==> src/rtl/n_queen_solver.sv <==
// n_queen_solver
//   Backtracking N-queens search engine. One queen per row; col[r] holds the
//   column of the queen in row r. Each CHECK cycle compares row r against one
//   earlier row k. In mode 0 the first solution found is streamed out one
//   column per beat. In mode 1 the whole search space is explored and the
//   number of solutions is reported.
//
// Parameters
//   N   board size (1..16)
//   W   width of row/column indices
//   CW  width of the saturating solution counter
//
// Ports
//   clk        system clock, rising edge
//   user_reset asynchronous active-high reset; aborts any run
//   start      launches a run when sampled in IDLE
//   mode       latched with start: 0 = first solution + stream, 1 = count all
//   ready      high while IDLE
//   busy       high in every state except IDLE
//   done       one-cycle pulse at the end of every run
//   found      at least one solution found in the last run
//   sol_count  solutions found in the last run (saturating)
//   out_valid  a solution beat is being offered
//   out_data   column of the queen in the row given by the beat number
//   out_ready  consumer accepts the beat when out_valid is also high
module n_queen_solver #(
    parameter int N  = 8,
    parameter int W  = (N < 2) ? 1 : $clog2(N),
    parameter int CW = 16
) (
    input  logic          clk,
    input  logic          user_reset,
    input  logic          start,
    input  logic          mode,
    output logic          ready,
    output logic          busy,
    output logic          done,
    output logic          found,
    output logic [CW-1:0] sol_count,
    output logic          out_valid,
    output logic [W-1:0]  out_data,
    input  logic          out_ready
);

    typedef enum logic [2:0] {
        IDLE,
        INIT,
        CHECK,
        ADVANCE,
        BACKTRACK,
        SOLVED,
        TRANSMIT,
        DONE
    } state_t;

    // The column store is sized to the full index range so every index is legal.
    localparam int         DEPTH = 2 ** W;
    localparam logic [W:0] LAST  = (W + 1)'(N - 1);

    state_t       state;
    logic [W-1:0] col [DEPTH];
    logic [W:0]   r;
    logic [W:0]   k;
    logic [W-1:0] b;
    logic         mode_q;

    logic [W-1:0] col_r;
    logic [W-1:0] col_k;
    logic [W:0]   row_dist;
    logic         conflict;

    function automatic logic [W-1:0] abs_diff(input logic [W-1:0] a, input logic [W-1:0] c);
        logic signed [W:0] d;
        d = $signed({1'b0, a}) - $signed({1'b0, c});
        return (d < 0) ? W'(-d) : W'(d);
    endfunction

    function automatic logic [CW-1:0] sat_inc(input logic [CW-1:0] v);
        return (&v) ? v : v + CW'(1);
    endfunction

    // Same column, or on a shared diagonal (column distance equals row distance).
    assign col_r    = col[r[W-1:0]];
    assign col_k    = col[k[W-1:0]];
    assign row_dist = r - k;
    assign conflict = (col_k == col_r) || ({1'b0, abs_diff(col_k, col_r)} == row_dist);

    assign ready     = (state == IDLE);
    assign busy      = (state != IDLE);
    assign done      = (state == DONE);
    assign out_valid = (state == TRANSMIT);
    assign out_data  = (state == TRANSMIT) ? col[b] : '0;

    always_ff @(posedge clk or posedge user_reset) begin
        if (user_reset) begin
            state     <= IDLE;
            r         <= '0;
            k         <= '0;
            b         <= '0;
            mode_q    <= 1'b0;
            found     <= 1'b0;
            sol_count <= '0;
            for (int i = 0; i < DEPTH; i++) col[i] <= '0;
        end else begin
            case (state)
                IDLE: begin
                    if (start) begin
                        mode_q    <= mode;
                        found     <= 1'b0;
                        sol_count <= '0;
                        state     <= INIT;
                    end
                end
                INIT: begin
                    r      <= '0;
                    k      <= '0;
                    col[0] <= '0;
                    state  <= CHECK;
                end
                CHECK: begin
                    if (k == r) begin
                        // Every earlier row has been compared: row r is safe.
                        if (r == LAST) begin
                            state <= SOLVED;
                        end else begin
                            col[r[W-1:0] + W'(1)] <= '0;
                            r <= r + (W + 1)'(1);
                            k <= '0;
                        end
                    end else if (conflict) begin
                        state <= ADVANCE;
                    end else begin
                        k <= k + (W + 1)'(1);
                    end
                end
                ADVANCE: begin
                    if ({1'b0, col_r} < LAST) begin
                        col[r[W-1:0]] <= col_r + W'(1);
                        k     <= '0;
                        state <= CHECK;
                    end else begin
                        state <= BACKTRACK;
                    end
                end
                BACKTRACK: begin
                    // Row r is out of columns; resume the previous row's scan.
                    if (r == '0) begin
                        state <= DONE;
                    end else begin
                        r     <= r - (W + 1)'(1);
                        state <= ADVANCE;
                    end
                end
                SOLVED: begin
                    found     <= 1'b1;
                    sol_count <= sat_inc(sol_count);
                    if (!mode_q) begin
                        b     <= '0;
                        state <= TRANSMIT;
                    end else begin
                        // Counting: reject this placement and keep searching.
                        state <= ADVANCE;
                    end
                end
                TRANSMIT: begin
                    if (out_ready) begin
                        if (b == LAST[W-1:0]) state <= DONE;
                        else b <= b + W'(1);
                    end
                end
                DONE: begin
                    state <= IDLE;
                end
                default: begin
                    state <= IDLE;
                end
            endcase
        end
    end

endmodule

==> config.mk <==
export PLATFORM = sky130hd
export DESIGN_NAME = n_queen_solver
export DESIGN_NICKNAME = d
export VERILOG_FILES = /design/src/rtl/n_queen_solver.sv
export SDC_FILE = /design/constraint.sdc
export NUM_CORES = 1
export LEC_CHECK = 0
export ABC_AREA = 1
export CORE_MARGIN = 8
export CORE_UTILIZATION = 35
export CTS_BUF_LIST = sky130_fd_sc_hd__clkbuf_8
export DETAILED_ROUTE_END_ITERATION = 10
export GPL_ROUTABILITY_DRIVEN = 0
export SLEW_MARGIN = 20
export SYNTH_ARGS = -nofsm -noshare
export SYNTH_HDL_FRONTEND = slang
export SYNTH_SLANG_ARGS = --single-unit
==> constraint.sdc <==
create_clock -name clk -period 4.3 [get_ports clk]
set_clock_uncertainty 0.05 [all_clocks]
set_input_delay 0.645 -clock clk [delete_from_list [all_inputs] [get_ports clk]]
set_output_delay 0.645 -clock clk [all_outputs]
set_load 0.02 [all_outputs]
==> results of run 1 <==
==> per-layer routing <==
layer	wire length (um)	up-vias	part of all wire	global-route usage
li1	-	2340	-	-
met1	6410	2216	0.46	0.208
met2	6300	127	0.46	0.249
met3	748	24	0.054	0.0339
met4	346	0	0.025	0.0657
met5	0	-	0	0
==> worst min-delay path by stage <==
stage | to | slack [ps]
4_1_cts | found | 470
3_3_place_gp | found | 440
2_1_floorplan | col[13] | 430
3_5_place_dp | found | 440
5_1_grt | found | 510
6_report | found | 450
==> layout make-up <==
| class | count | area, um2 |
|---|---|---|
| fill | 1378 | 7970 |
| multi-input combinational | 534 | 2840 |
| sequential | 56 | 1400 |
| timing repair buffer | 33 | 318 |
| inverter | 78 | 293 |
| tap | 176 | 220 |
| clock buffer | 5 | 68.8 |
| clock inverter | 3 | 25.0 |
==> cells in the final DEF (no fill, tap or decap), drive strengths merged, types with 5 or more instances in the layout <==
cell           count
o21ai             63
dfrtp             56
nand2            204
nor3              14
a21oi             26
xor2               5
buf                5
inv               80
nand4             29
ha                16
a31oi              6
xnor2              7
clkbuf             5
nor2              55
o211ai             5
nand3             78
clkdlybuf4s50     28
o31ai             12
==> report_power, final <==
part	internal, W	switching (W)
logic	0.000694	0.00140
registers	0.000623	0.000179
clock network	0.000120	0.000206
total	0.00144	0.00178
==> flip-flops by register name (all words and copies together) (netlist names) <==
signal,flops
col,24
r,4
mode_q,1
state,3
sol_count,16
found,1
k,4
b,3
==> critical path, stage by stage (launching register included) <==
cell	delay (ps)
dfrtp_1	710
inv_1	340
nand2_1	160
nand2_1	70
nand2_2	140
nand2_2	120
ha_1	190
inv_1	90
fa_1	440
inv_1	90
ha_1	240
inv_1	60
nand3_1	70
nand3_1	100
nand2_1	50
inv_1	50
nand3_1	70
nand2_1	60
nand2_1	120
nand2_1	150
nand2_1	60
nand2_1	70
==> through the flow <==
stage / instances / worst slack (ps) / hold WS (ps) / power (W)
after floorplan: 692 / 1280 / 433 / 0.00243
final: 885 / 723 / 451 / 0.00322
after detailed placement: 877 / 782 / 438 / 0.00288
after global routing: 885 / 379 / 505 / 0.00354
after global placement: 877 / 941 / 437 / 0.00282
after CTS: 885 / 760 / 466 / 0.00322
==> cell families after synthesis <==
family	after synthesis
XOR/XNOR	12
AND/OR/NAND/NOR	387
adder cells (fa/ha/maj)	19
flip-flops	56
buffers and inverters	102
AO/OA/AOI/OAI	116
==> impl_metrics.json, run 1 <==
{
  "run_status": "completed",
  "final_core_util": 0.393,
  "start_util": 0.356,
  "drv_cap": 0,
  "synth_edf_count": 0,
  "synth_seq_cells": 56,
  "holdBufCountCts": 0,
  "yosys_warnings": 0,
  "reg2reg_from": "r[1]",
  "cts_root_buf": "clkbuf_8",
  "ys_top_cells_by_area": "dfrtp_1 (30%), nand2_1 (16%), nand3_1 (7.5%)",
  "critPathMaxFanout": 16,
  "hold_viol_final": 0,
  "drive_gt1_frac": 0.0663,
  "antenna_cells": 0,
  "cts_sinks": 56,
  "min_period_ps": 3580,
  "grt_pass1_vias": 4615,
  "cts_tree": "built",
  "drc": 0,
  "critical_path_class": "reg -> reg",
  "clk_path_buf_depth": 2,
  "crit-reg2reg-capture": "k[2]",
  "peakVddDrop_v": 0.000213,
  "finalSetupTns_ps": 0,
  "final_max_slew_viol_count": 0,
  "design_area_um2": 5170,
  "worstSetupStartpoint": "r[1]",
  "endpoint_kind": "flop",
  "synth_fa_ha_area_frac": 0.0556,
  "worstPathArrival_ps": 3810,
  "postSynthCellCount": 692,
  "async_flop_share": 1.00,
  "post_cts_buffers": 0,
  "p_leak_nw": 2.33,
  "clock_latency_ps": 350,
  "rsz0062_at_grt": "false",
  "vias_per_cell": 5.32,
  "grt_max_degree": 38,
  "dpl_cell_area_um2": 5070,
  "cts_buffers": 5,
  "chipHeight_um": 132,
  "cts-resized-gates": 0,
  "ios": 29,
  "fmax_ghz": 0.280,
  "synth_area_um2": 4680,
  "die-width_um": 132,
  "synthSimpleGateAreaFrac": 0.388,
  "hold_path.class": "reg -> reg",
  "synth_common_cells": "nand2_1 (196), inv_1 (71), nand3_1 (70), dfrtp_1 (56), o21ai_0 (56)",
  "placementRows": 42,
  "synthXorXnorAreaFrac": 0.0225,
  "grt_overflow": 0,
  "period_share": 0.832,
  "synth_mux_area_frac": 0,
  "syn_to_final_growth_pct": 10.4,
  "rrSetupSlack_ps": 720,
  "antenna_found_initial": 0,
  "synth.most_common_cell": "nand2_1",
  "synth_top_area_share": 0.299,
  "clkTransAtPathRegs_ps": 110,
  "ys.flop_type": "dfrtp_1",
  "drt_first_pass_iters": 7,
  "track_usage": 0.159,
  "required_ps": 4530,
  "crit_path_start_kind": "flop",
  "p_per_area_nw_per_um2": 623,
  "reg2reg_depth": 21,
  "grt_pass1_wl_um": 22700,
  "synth_top_family_by_area": "simple AND/OR/NAND/NOR gates",
  "synth-seq-area-share": 0.299,
  "hold_start": "found",
  "ys_types": 40,
  "synth_nets": 716,
  "post_drt_wl_per_cell_um": 15.6,
  "setup_viol": 0,
  "vias": 4707,
  "postRouteAntennaNets": 0,
  "syn_avg_cell_area_um2": 6.76,
  "dp_hpwl_um": 10300,
  "synth_top_area_cell": "dfrtp_1",
  "htree_levels": 2,
  "first_iter_violations": 420,
  "endpoint": "k[2]",
  "die-area_um2": 17300,
  "wirelength_um": 13800,
  "hold_depth": 2,
  "tightest_slew_ps": 689,
  "slew_headroom": 0.540,
  "io_buffers": 28,
  "synth_compound_area_frac": 0.141,
  "fin_nets": 732,
  "core_area_um2": 13100
}
Note: power is estimated with default switching activity, not from simulation.
==> run 2: changes to the inputs <==
clock period = 3.2 ns   (was 4.3 ns; I/O delays follow)
==> impl_metrics.json, run 2 (same netlist as run 1, synthesis figures left out) <==
{
  "postRouteAntennaNets": 0,
  "cts_root_buf": "clkbuf_8",
  "hold_viol_final": 0,
  "vias_per_cell": 5.35,
  "die-area_um2": 17300,
  "peakVddDrop_v": 0.000299,
  "whs_ps": 466,
  "critPathMaxFanout": 6,
  "ios": 29,
  "holdBufCountCts": 0,
  "setup_viol": 0,
  "cts_buffers": 5,
  "antenna_found_initial": 0,
  "critical_path_class": "reg -> out",
  "slew_headroom": 0.457,
  "htree_levels": 2,
  "fin_nets": 753,
  "wirelength_um": 14100,
  "drc": 0,
  "dp_slack_ps": 138,
  "cts_tree": "built",
  "crit_chain": "inv_1 > nand2_1 > nor2_1 > o21ai_0 > a31oi_1 > clkdlybuf4s50_1",
  "clk_path_buf_depth": 2,
  "p_leak_nw": 2.44,
  "finalSetupTns_ps": 0,
  "fmax_ghz": 0.334,
  "clock_latency_ps": 350,
  "syn_to_final_growth_pct": 14.7,
  "run_status": "completed",
  "first_iter_violations": 367,
  "grt_pass1_vias": 4630,
  "core_area_um2": 13100,
  "dp_hpwl_um": 10800,
  "die-width_um": 132,
  "grt_pass1_wl_um": 23400,
  "required_ps": 2670,
  "hold_path.class": "reg -> reg",
  "cts_sinks": 56,
  "power.total_w": 0.00451,
  "endpoint_kind": "primary output",
  "crit_slowest_cell": "clkdlybuf4s50_1",
  "dpl_cell_area_um2": 5190,
  "worstPathArrival_ps": 2470,
  "largest_register": "col",
  "final_cell_mix": "nand2_1 (194), nand3_1 (70), inv_1 (69)",
  "vias": 4848,
  "grt_overflow": 0,
  "drt_first_pass_iters": 5,
  "chipHeight_um": 132,
  "track_usage": 0.162,
  "largestRegisters": "col x24, sol_count x16",
  "tightest_slew_ps": 814,
  "max_stage_delay_ps": 660,
  "worst_slack_ps": 202,
  "crit_path_start_kind": "flop",
  "io_buffers": 28,
  "antenna_cells": 0,
  "clkTransAtPathRegs_ps": 120,
  "p_per_area_nw_per_um2": 840,
  "min_period_ps": 3000,
  "final_max_slew_viol_count": 0,
  "largest_reg_flops": 24,
  "start_util": 0.356,
  "drive_gt1_frac": 0.100,
  "layout_commonest_cell": "nand2_1",
  "post_drt_wl_per_cell_um": 15.6,
  "grt_max_degree": 46,
  "placementRows": 42,
  "drv_cap": 0,
  "design_area_um2": 5370,
  "period_share": 0.937
}
## run 2: what timing repair did
item / 4_1_cts / 5_1_grt
setup buffers: 0 / 5
endpoints found under the setup margin: 0 / 7
resized for setup: 0 / 14
## run 2: critical path: cells and delay by family (launching register included)
family	cells	cell delay (ps)
AOI/OAI and AO/OA	2	450
buffers and inverters	2	810
DFF	1	430
and+or+nand+nor	2	420
## run 2: per-layer routing
metal | vias up | routed length (um) | global-route usage
met5 | - | 0 | 0
met3 | 24 | 743 | 0.0305
li1 | 2389 | - | -
met1 | 2266 | 6600 | 0.216
met4 | 0 | 303 | 0.0664
met2 | 169 | 6470 | 0.254
## run 2: final timing paths
kind | slack [ps] | end | depth (start not counted) | from
min in group asynchronous | 530 | col[17] | 2 | user_reset
hold / removal | 470 | found | 2 | found
setup / recovery | 200 | out_data[1] | 6 | state[0]
hold reg to reg | 470 | found | 2 | found
max in group asynchronous | 1970 | state[1] | 3 | user_reset
setup reg to reg | 210 | state[1] | 20 | r[0]
## run 2: where the power goes
part	leakage, nW	switching (W)	total [W]	internal, W
Sequential	0.768	0.000234	0.00107	0.000839
Clock	0.0463	0.000277	0.000439	0.000162
Combinational	1.63	0.00195	0.00300	0.00105
## run 2: stage by stage
stage               instances   util
floorplan                 692      -
global placement          893  0.395
detailed placement        893  0.395
CTS                       901  0.403
global route              906  0.409
finish                    906  0.409
## run 2: layout make-up
cell class / instances / area [um2]
Inverter: 78 / 297
Sequential cell: 56 / 1400
Multi-Input combinational cell: 534 / 2860
Tap cell: 176 / 220
Timing Repair Buffer: 54 / 490
Clock buffer: 5 / 68.8
Clock inverter: 3 / 27.5
Fill cell: 1411 / 7770
==> run 3: changes to the inputs <==
CORE_MARGIN = 3   (was 8)
DONT_BUFFER_PORTS = 1   (was unset)
HOLD_SLACK_MARGIN = 0.15   (was unset)
==> impl_metrics.json, run 3 (same netlist as run 1, synthesis figures left out) <==
{
  "run_status": "completed",
  "tightest_slew_ps": 920,
  "wirelength_um": 13900,
  "power.total_w": 0.00455,
  "die-width_um": 122,
  "io_buffers": 0,
  "layout_commonest_cell": "nand2_1",
  "fin_nets": 727,
  "vias_per_cell": 5.43,
  "largestRegisters": "col x24, sol_count x16",
  "drt_first_pass_iters": 6,
  "period_share": 0.959,
  "p_leak_nw": 2.35,
  "largest_reg_flops": 24,
  "worstPathArrival_ps": 3270,
  "track_usage": 0.190,
  "clock_latency_ps": 350,
  "antenna_cells": 0,
  "post_drt_wl_per_cell_um": 15.8,
  "clkTransAtPathRegs_ps": 130,
  "wl_met1_um": 6700,
  "syn_to_final_growth_pct": 9.57,
  "htree_levels": 2,
  "wl_met3_um": 739,
  "worstSetupStartpoint": "k[0]",
  "slew_headroom": 0.386,
  "endpoint": "k[2]",
  "crit-reg2reg-capture": "k[2]",
  "postRouteAntennaNets": 0,
  "reg2reg_depth": 20,
  "grt_pass1_vias": 4327,
  "first_iter_violations": 525,
  "cts_buffers": 5,
  "crit_chain": "buf_6 > o21ai_1 > o21ai_0 > o21ai_1 > ha_2 > inv_1 > fa_1 > inv_1 > ha_4 > inv_1 > nand3_1 > nand3_1 > nand2_1 > inv_1 > nand3_2 > nand2_1 > nand2_2 > nand2_2 > nand2_1 > nand2_1",
  "critPathMaxFanout": 5,
  "cts_tree": "built",
  "ios": 29,
  "required_ps": 3400,
  "wl_met2_um": 6270,
  "setup_viol": 0,
  "rrSetupSlack_ps": 130,
  "endpoint_kind": "flop",
  "grt_pass1_wl_um": 22400,
  "final_cell_mix": "nand2_1 (194), inv_1 (70), nand3_1 (68)",
  "cts_root_buf": "clkbuf_8",
  "holdBufCountCts": 0,
  "fmax_ghz": 0.326,
  "critical_path_class": "reg -> reg",
  "core_area_um2": 12800,
  "grt_overflow": 0,
  "placementRows": 41,
  "clk_path_buf_depth": 2,
  "final_max_slew_viol_count": 0,
  "reg2reg_from": "k[0]",
  "p_per_area_nw_per_um2": 886,
  "die-area_um2": 14800,
  "dp_hpwl_um": 10400,
  "drive_gt1_frac": 0.116,
  "worst_slack_ps": 131,
  "drv_cap": 0,
  "chipHeight_um": 122,
  "vias": 4761,
  "crit_slowest_cell": "fa_1",
  "min_period_ps": 3070,
  "start_util": 0.365,
  "max_stage_delay_ps": 520,
  "top_layer": "met4",
  "drc": 0,
  "crit_path_start_kind": "flop",
  "cts_sinks": 56,
  "peakVddDrop_v": 0.000301,
  "largest_register": "col",
  "grt_max_degree": 43,
  "hold_path.class": "in -> async",
  "hold_viol_final": 0,
  "dp_slack_ps": 79.2,
  "antenna_found_initial": 0
}
-- run 3: metrics by stage --
step	instance area, um2	util	instances	setup TNS, ps	hold WS, ps
2_1_floorplan	4680	-	692	0	433
3_3_place_gp	4930	0.384	862	0	486
3_5_place_dp	4930	0.384	862	0	499
4_1_cts	5020	0.392	870	0	197
5_1_grt	5130	0.400	876	-150	231
6_report	5130	0.400	876	0	150
-- run 3: per-layer routing --
| layer | up-vias | track usage |
|---|---|---|
| met5 | - | 0 |
| met1 | 2246 | 0.285 |
| met4 | 0 | 0.0476 |
| li1 | 2333 | - |
| met3 | 12 | 0.0302 |
| met2 | 170 | 0.285 |
-- run 3: final cells by class --
cell class              instances  area, um2
repair buffers                 28        231
fillers                      1389       7700
clock buffers                   5       68.8
clock inverters                 3       25.0
flip-flops and latches         56       1410
well taps                     172        215
multi-input cells             534       2890
inverters                      78        293
-- run 3: how the worst min path moves through the flow --
stage | startpoint | depth (start not counted) | slack (ps) | to
after detailed placement | col[7] | 2 | 500 | col[7]
after floorplan | col[13] | 2 | 430 | col[13]
after CTS | user_reset | 1 | 200 | sol_count[7]
after global routing | user_reset | 1 | 230 | sol_count[7]
after global placement | col[6] | 2 | 490 | col[6]
final | user_reset | 1 | 150 | col[21]
-- run 3: power by group --
part / switching, W / total (W) / internal [W]
registers: 0.000261 / 0.00110 / 0.000840
logic: 0.00199 / 0.00301 / 0.00103
clock network: 0.000272 / 0.000432 / 0.000161
-- run 3: critical path: cells and delay by family (launching register included) --
family	cells	cell delay (ps)
adders and majority gates	3	1000
and+or+nand+nor	9	690
DFF	1	470
AOI/OAI and AO/OA	3	400
buffers and inverters	5	350
-- run 3: timing repair --
item,4_1_cts,5_1_grt
gates resized for setup,0,21
endpoints found under the setup margin,0,7
buffers inserted,0,5
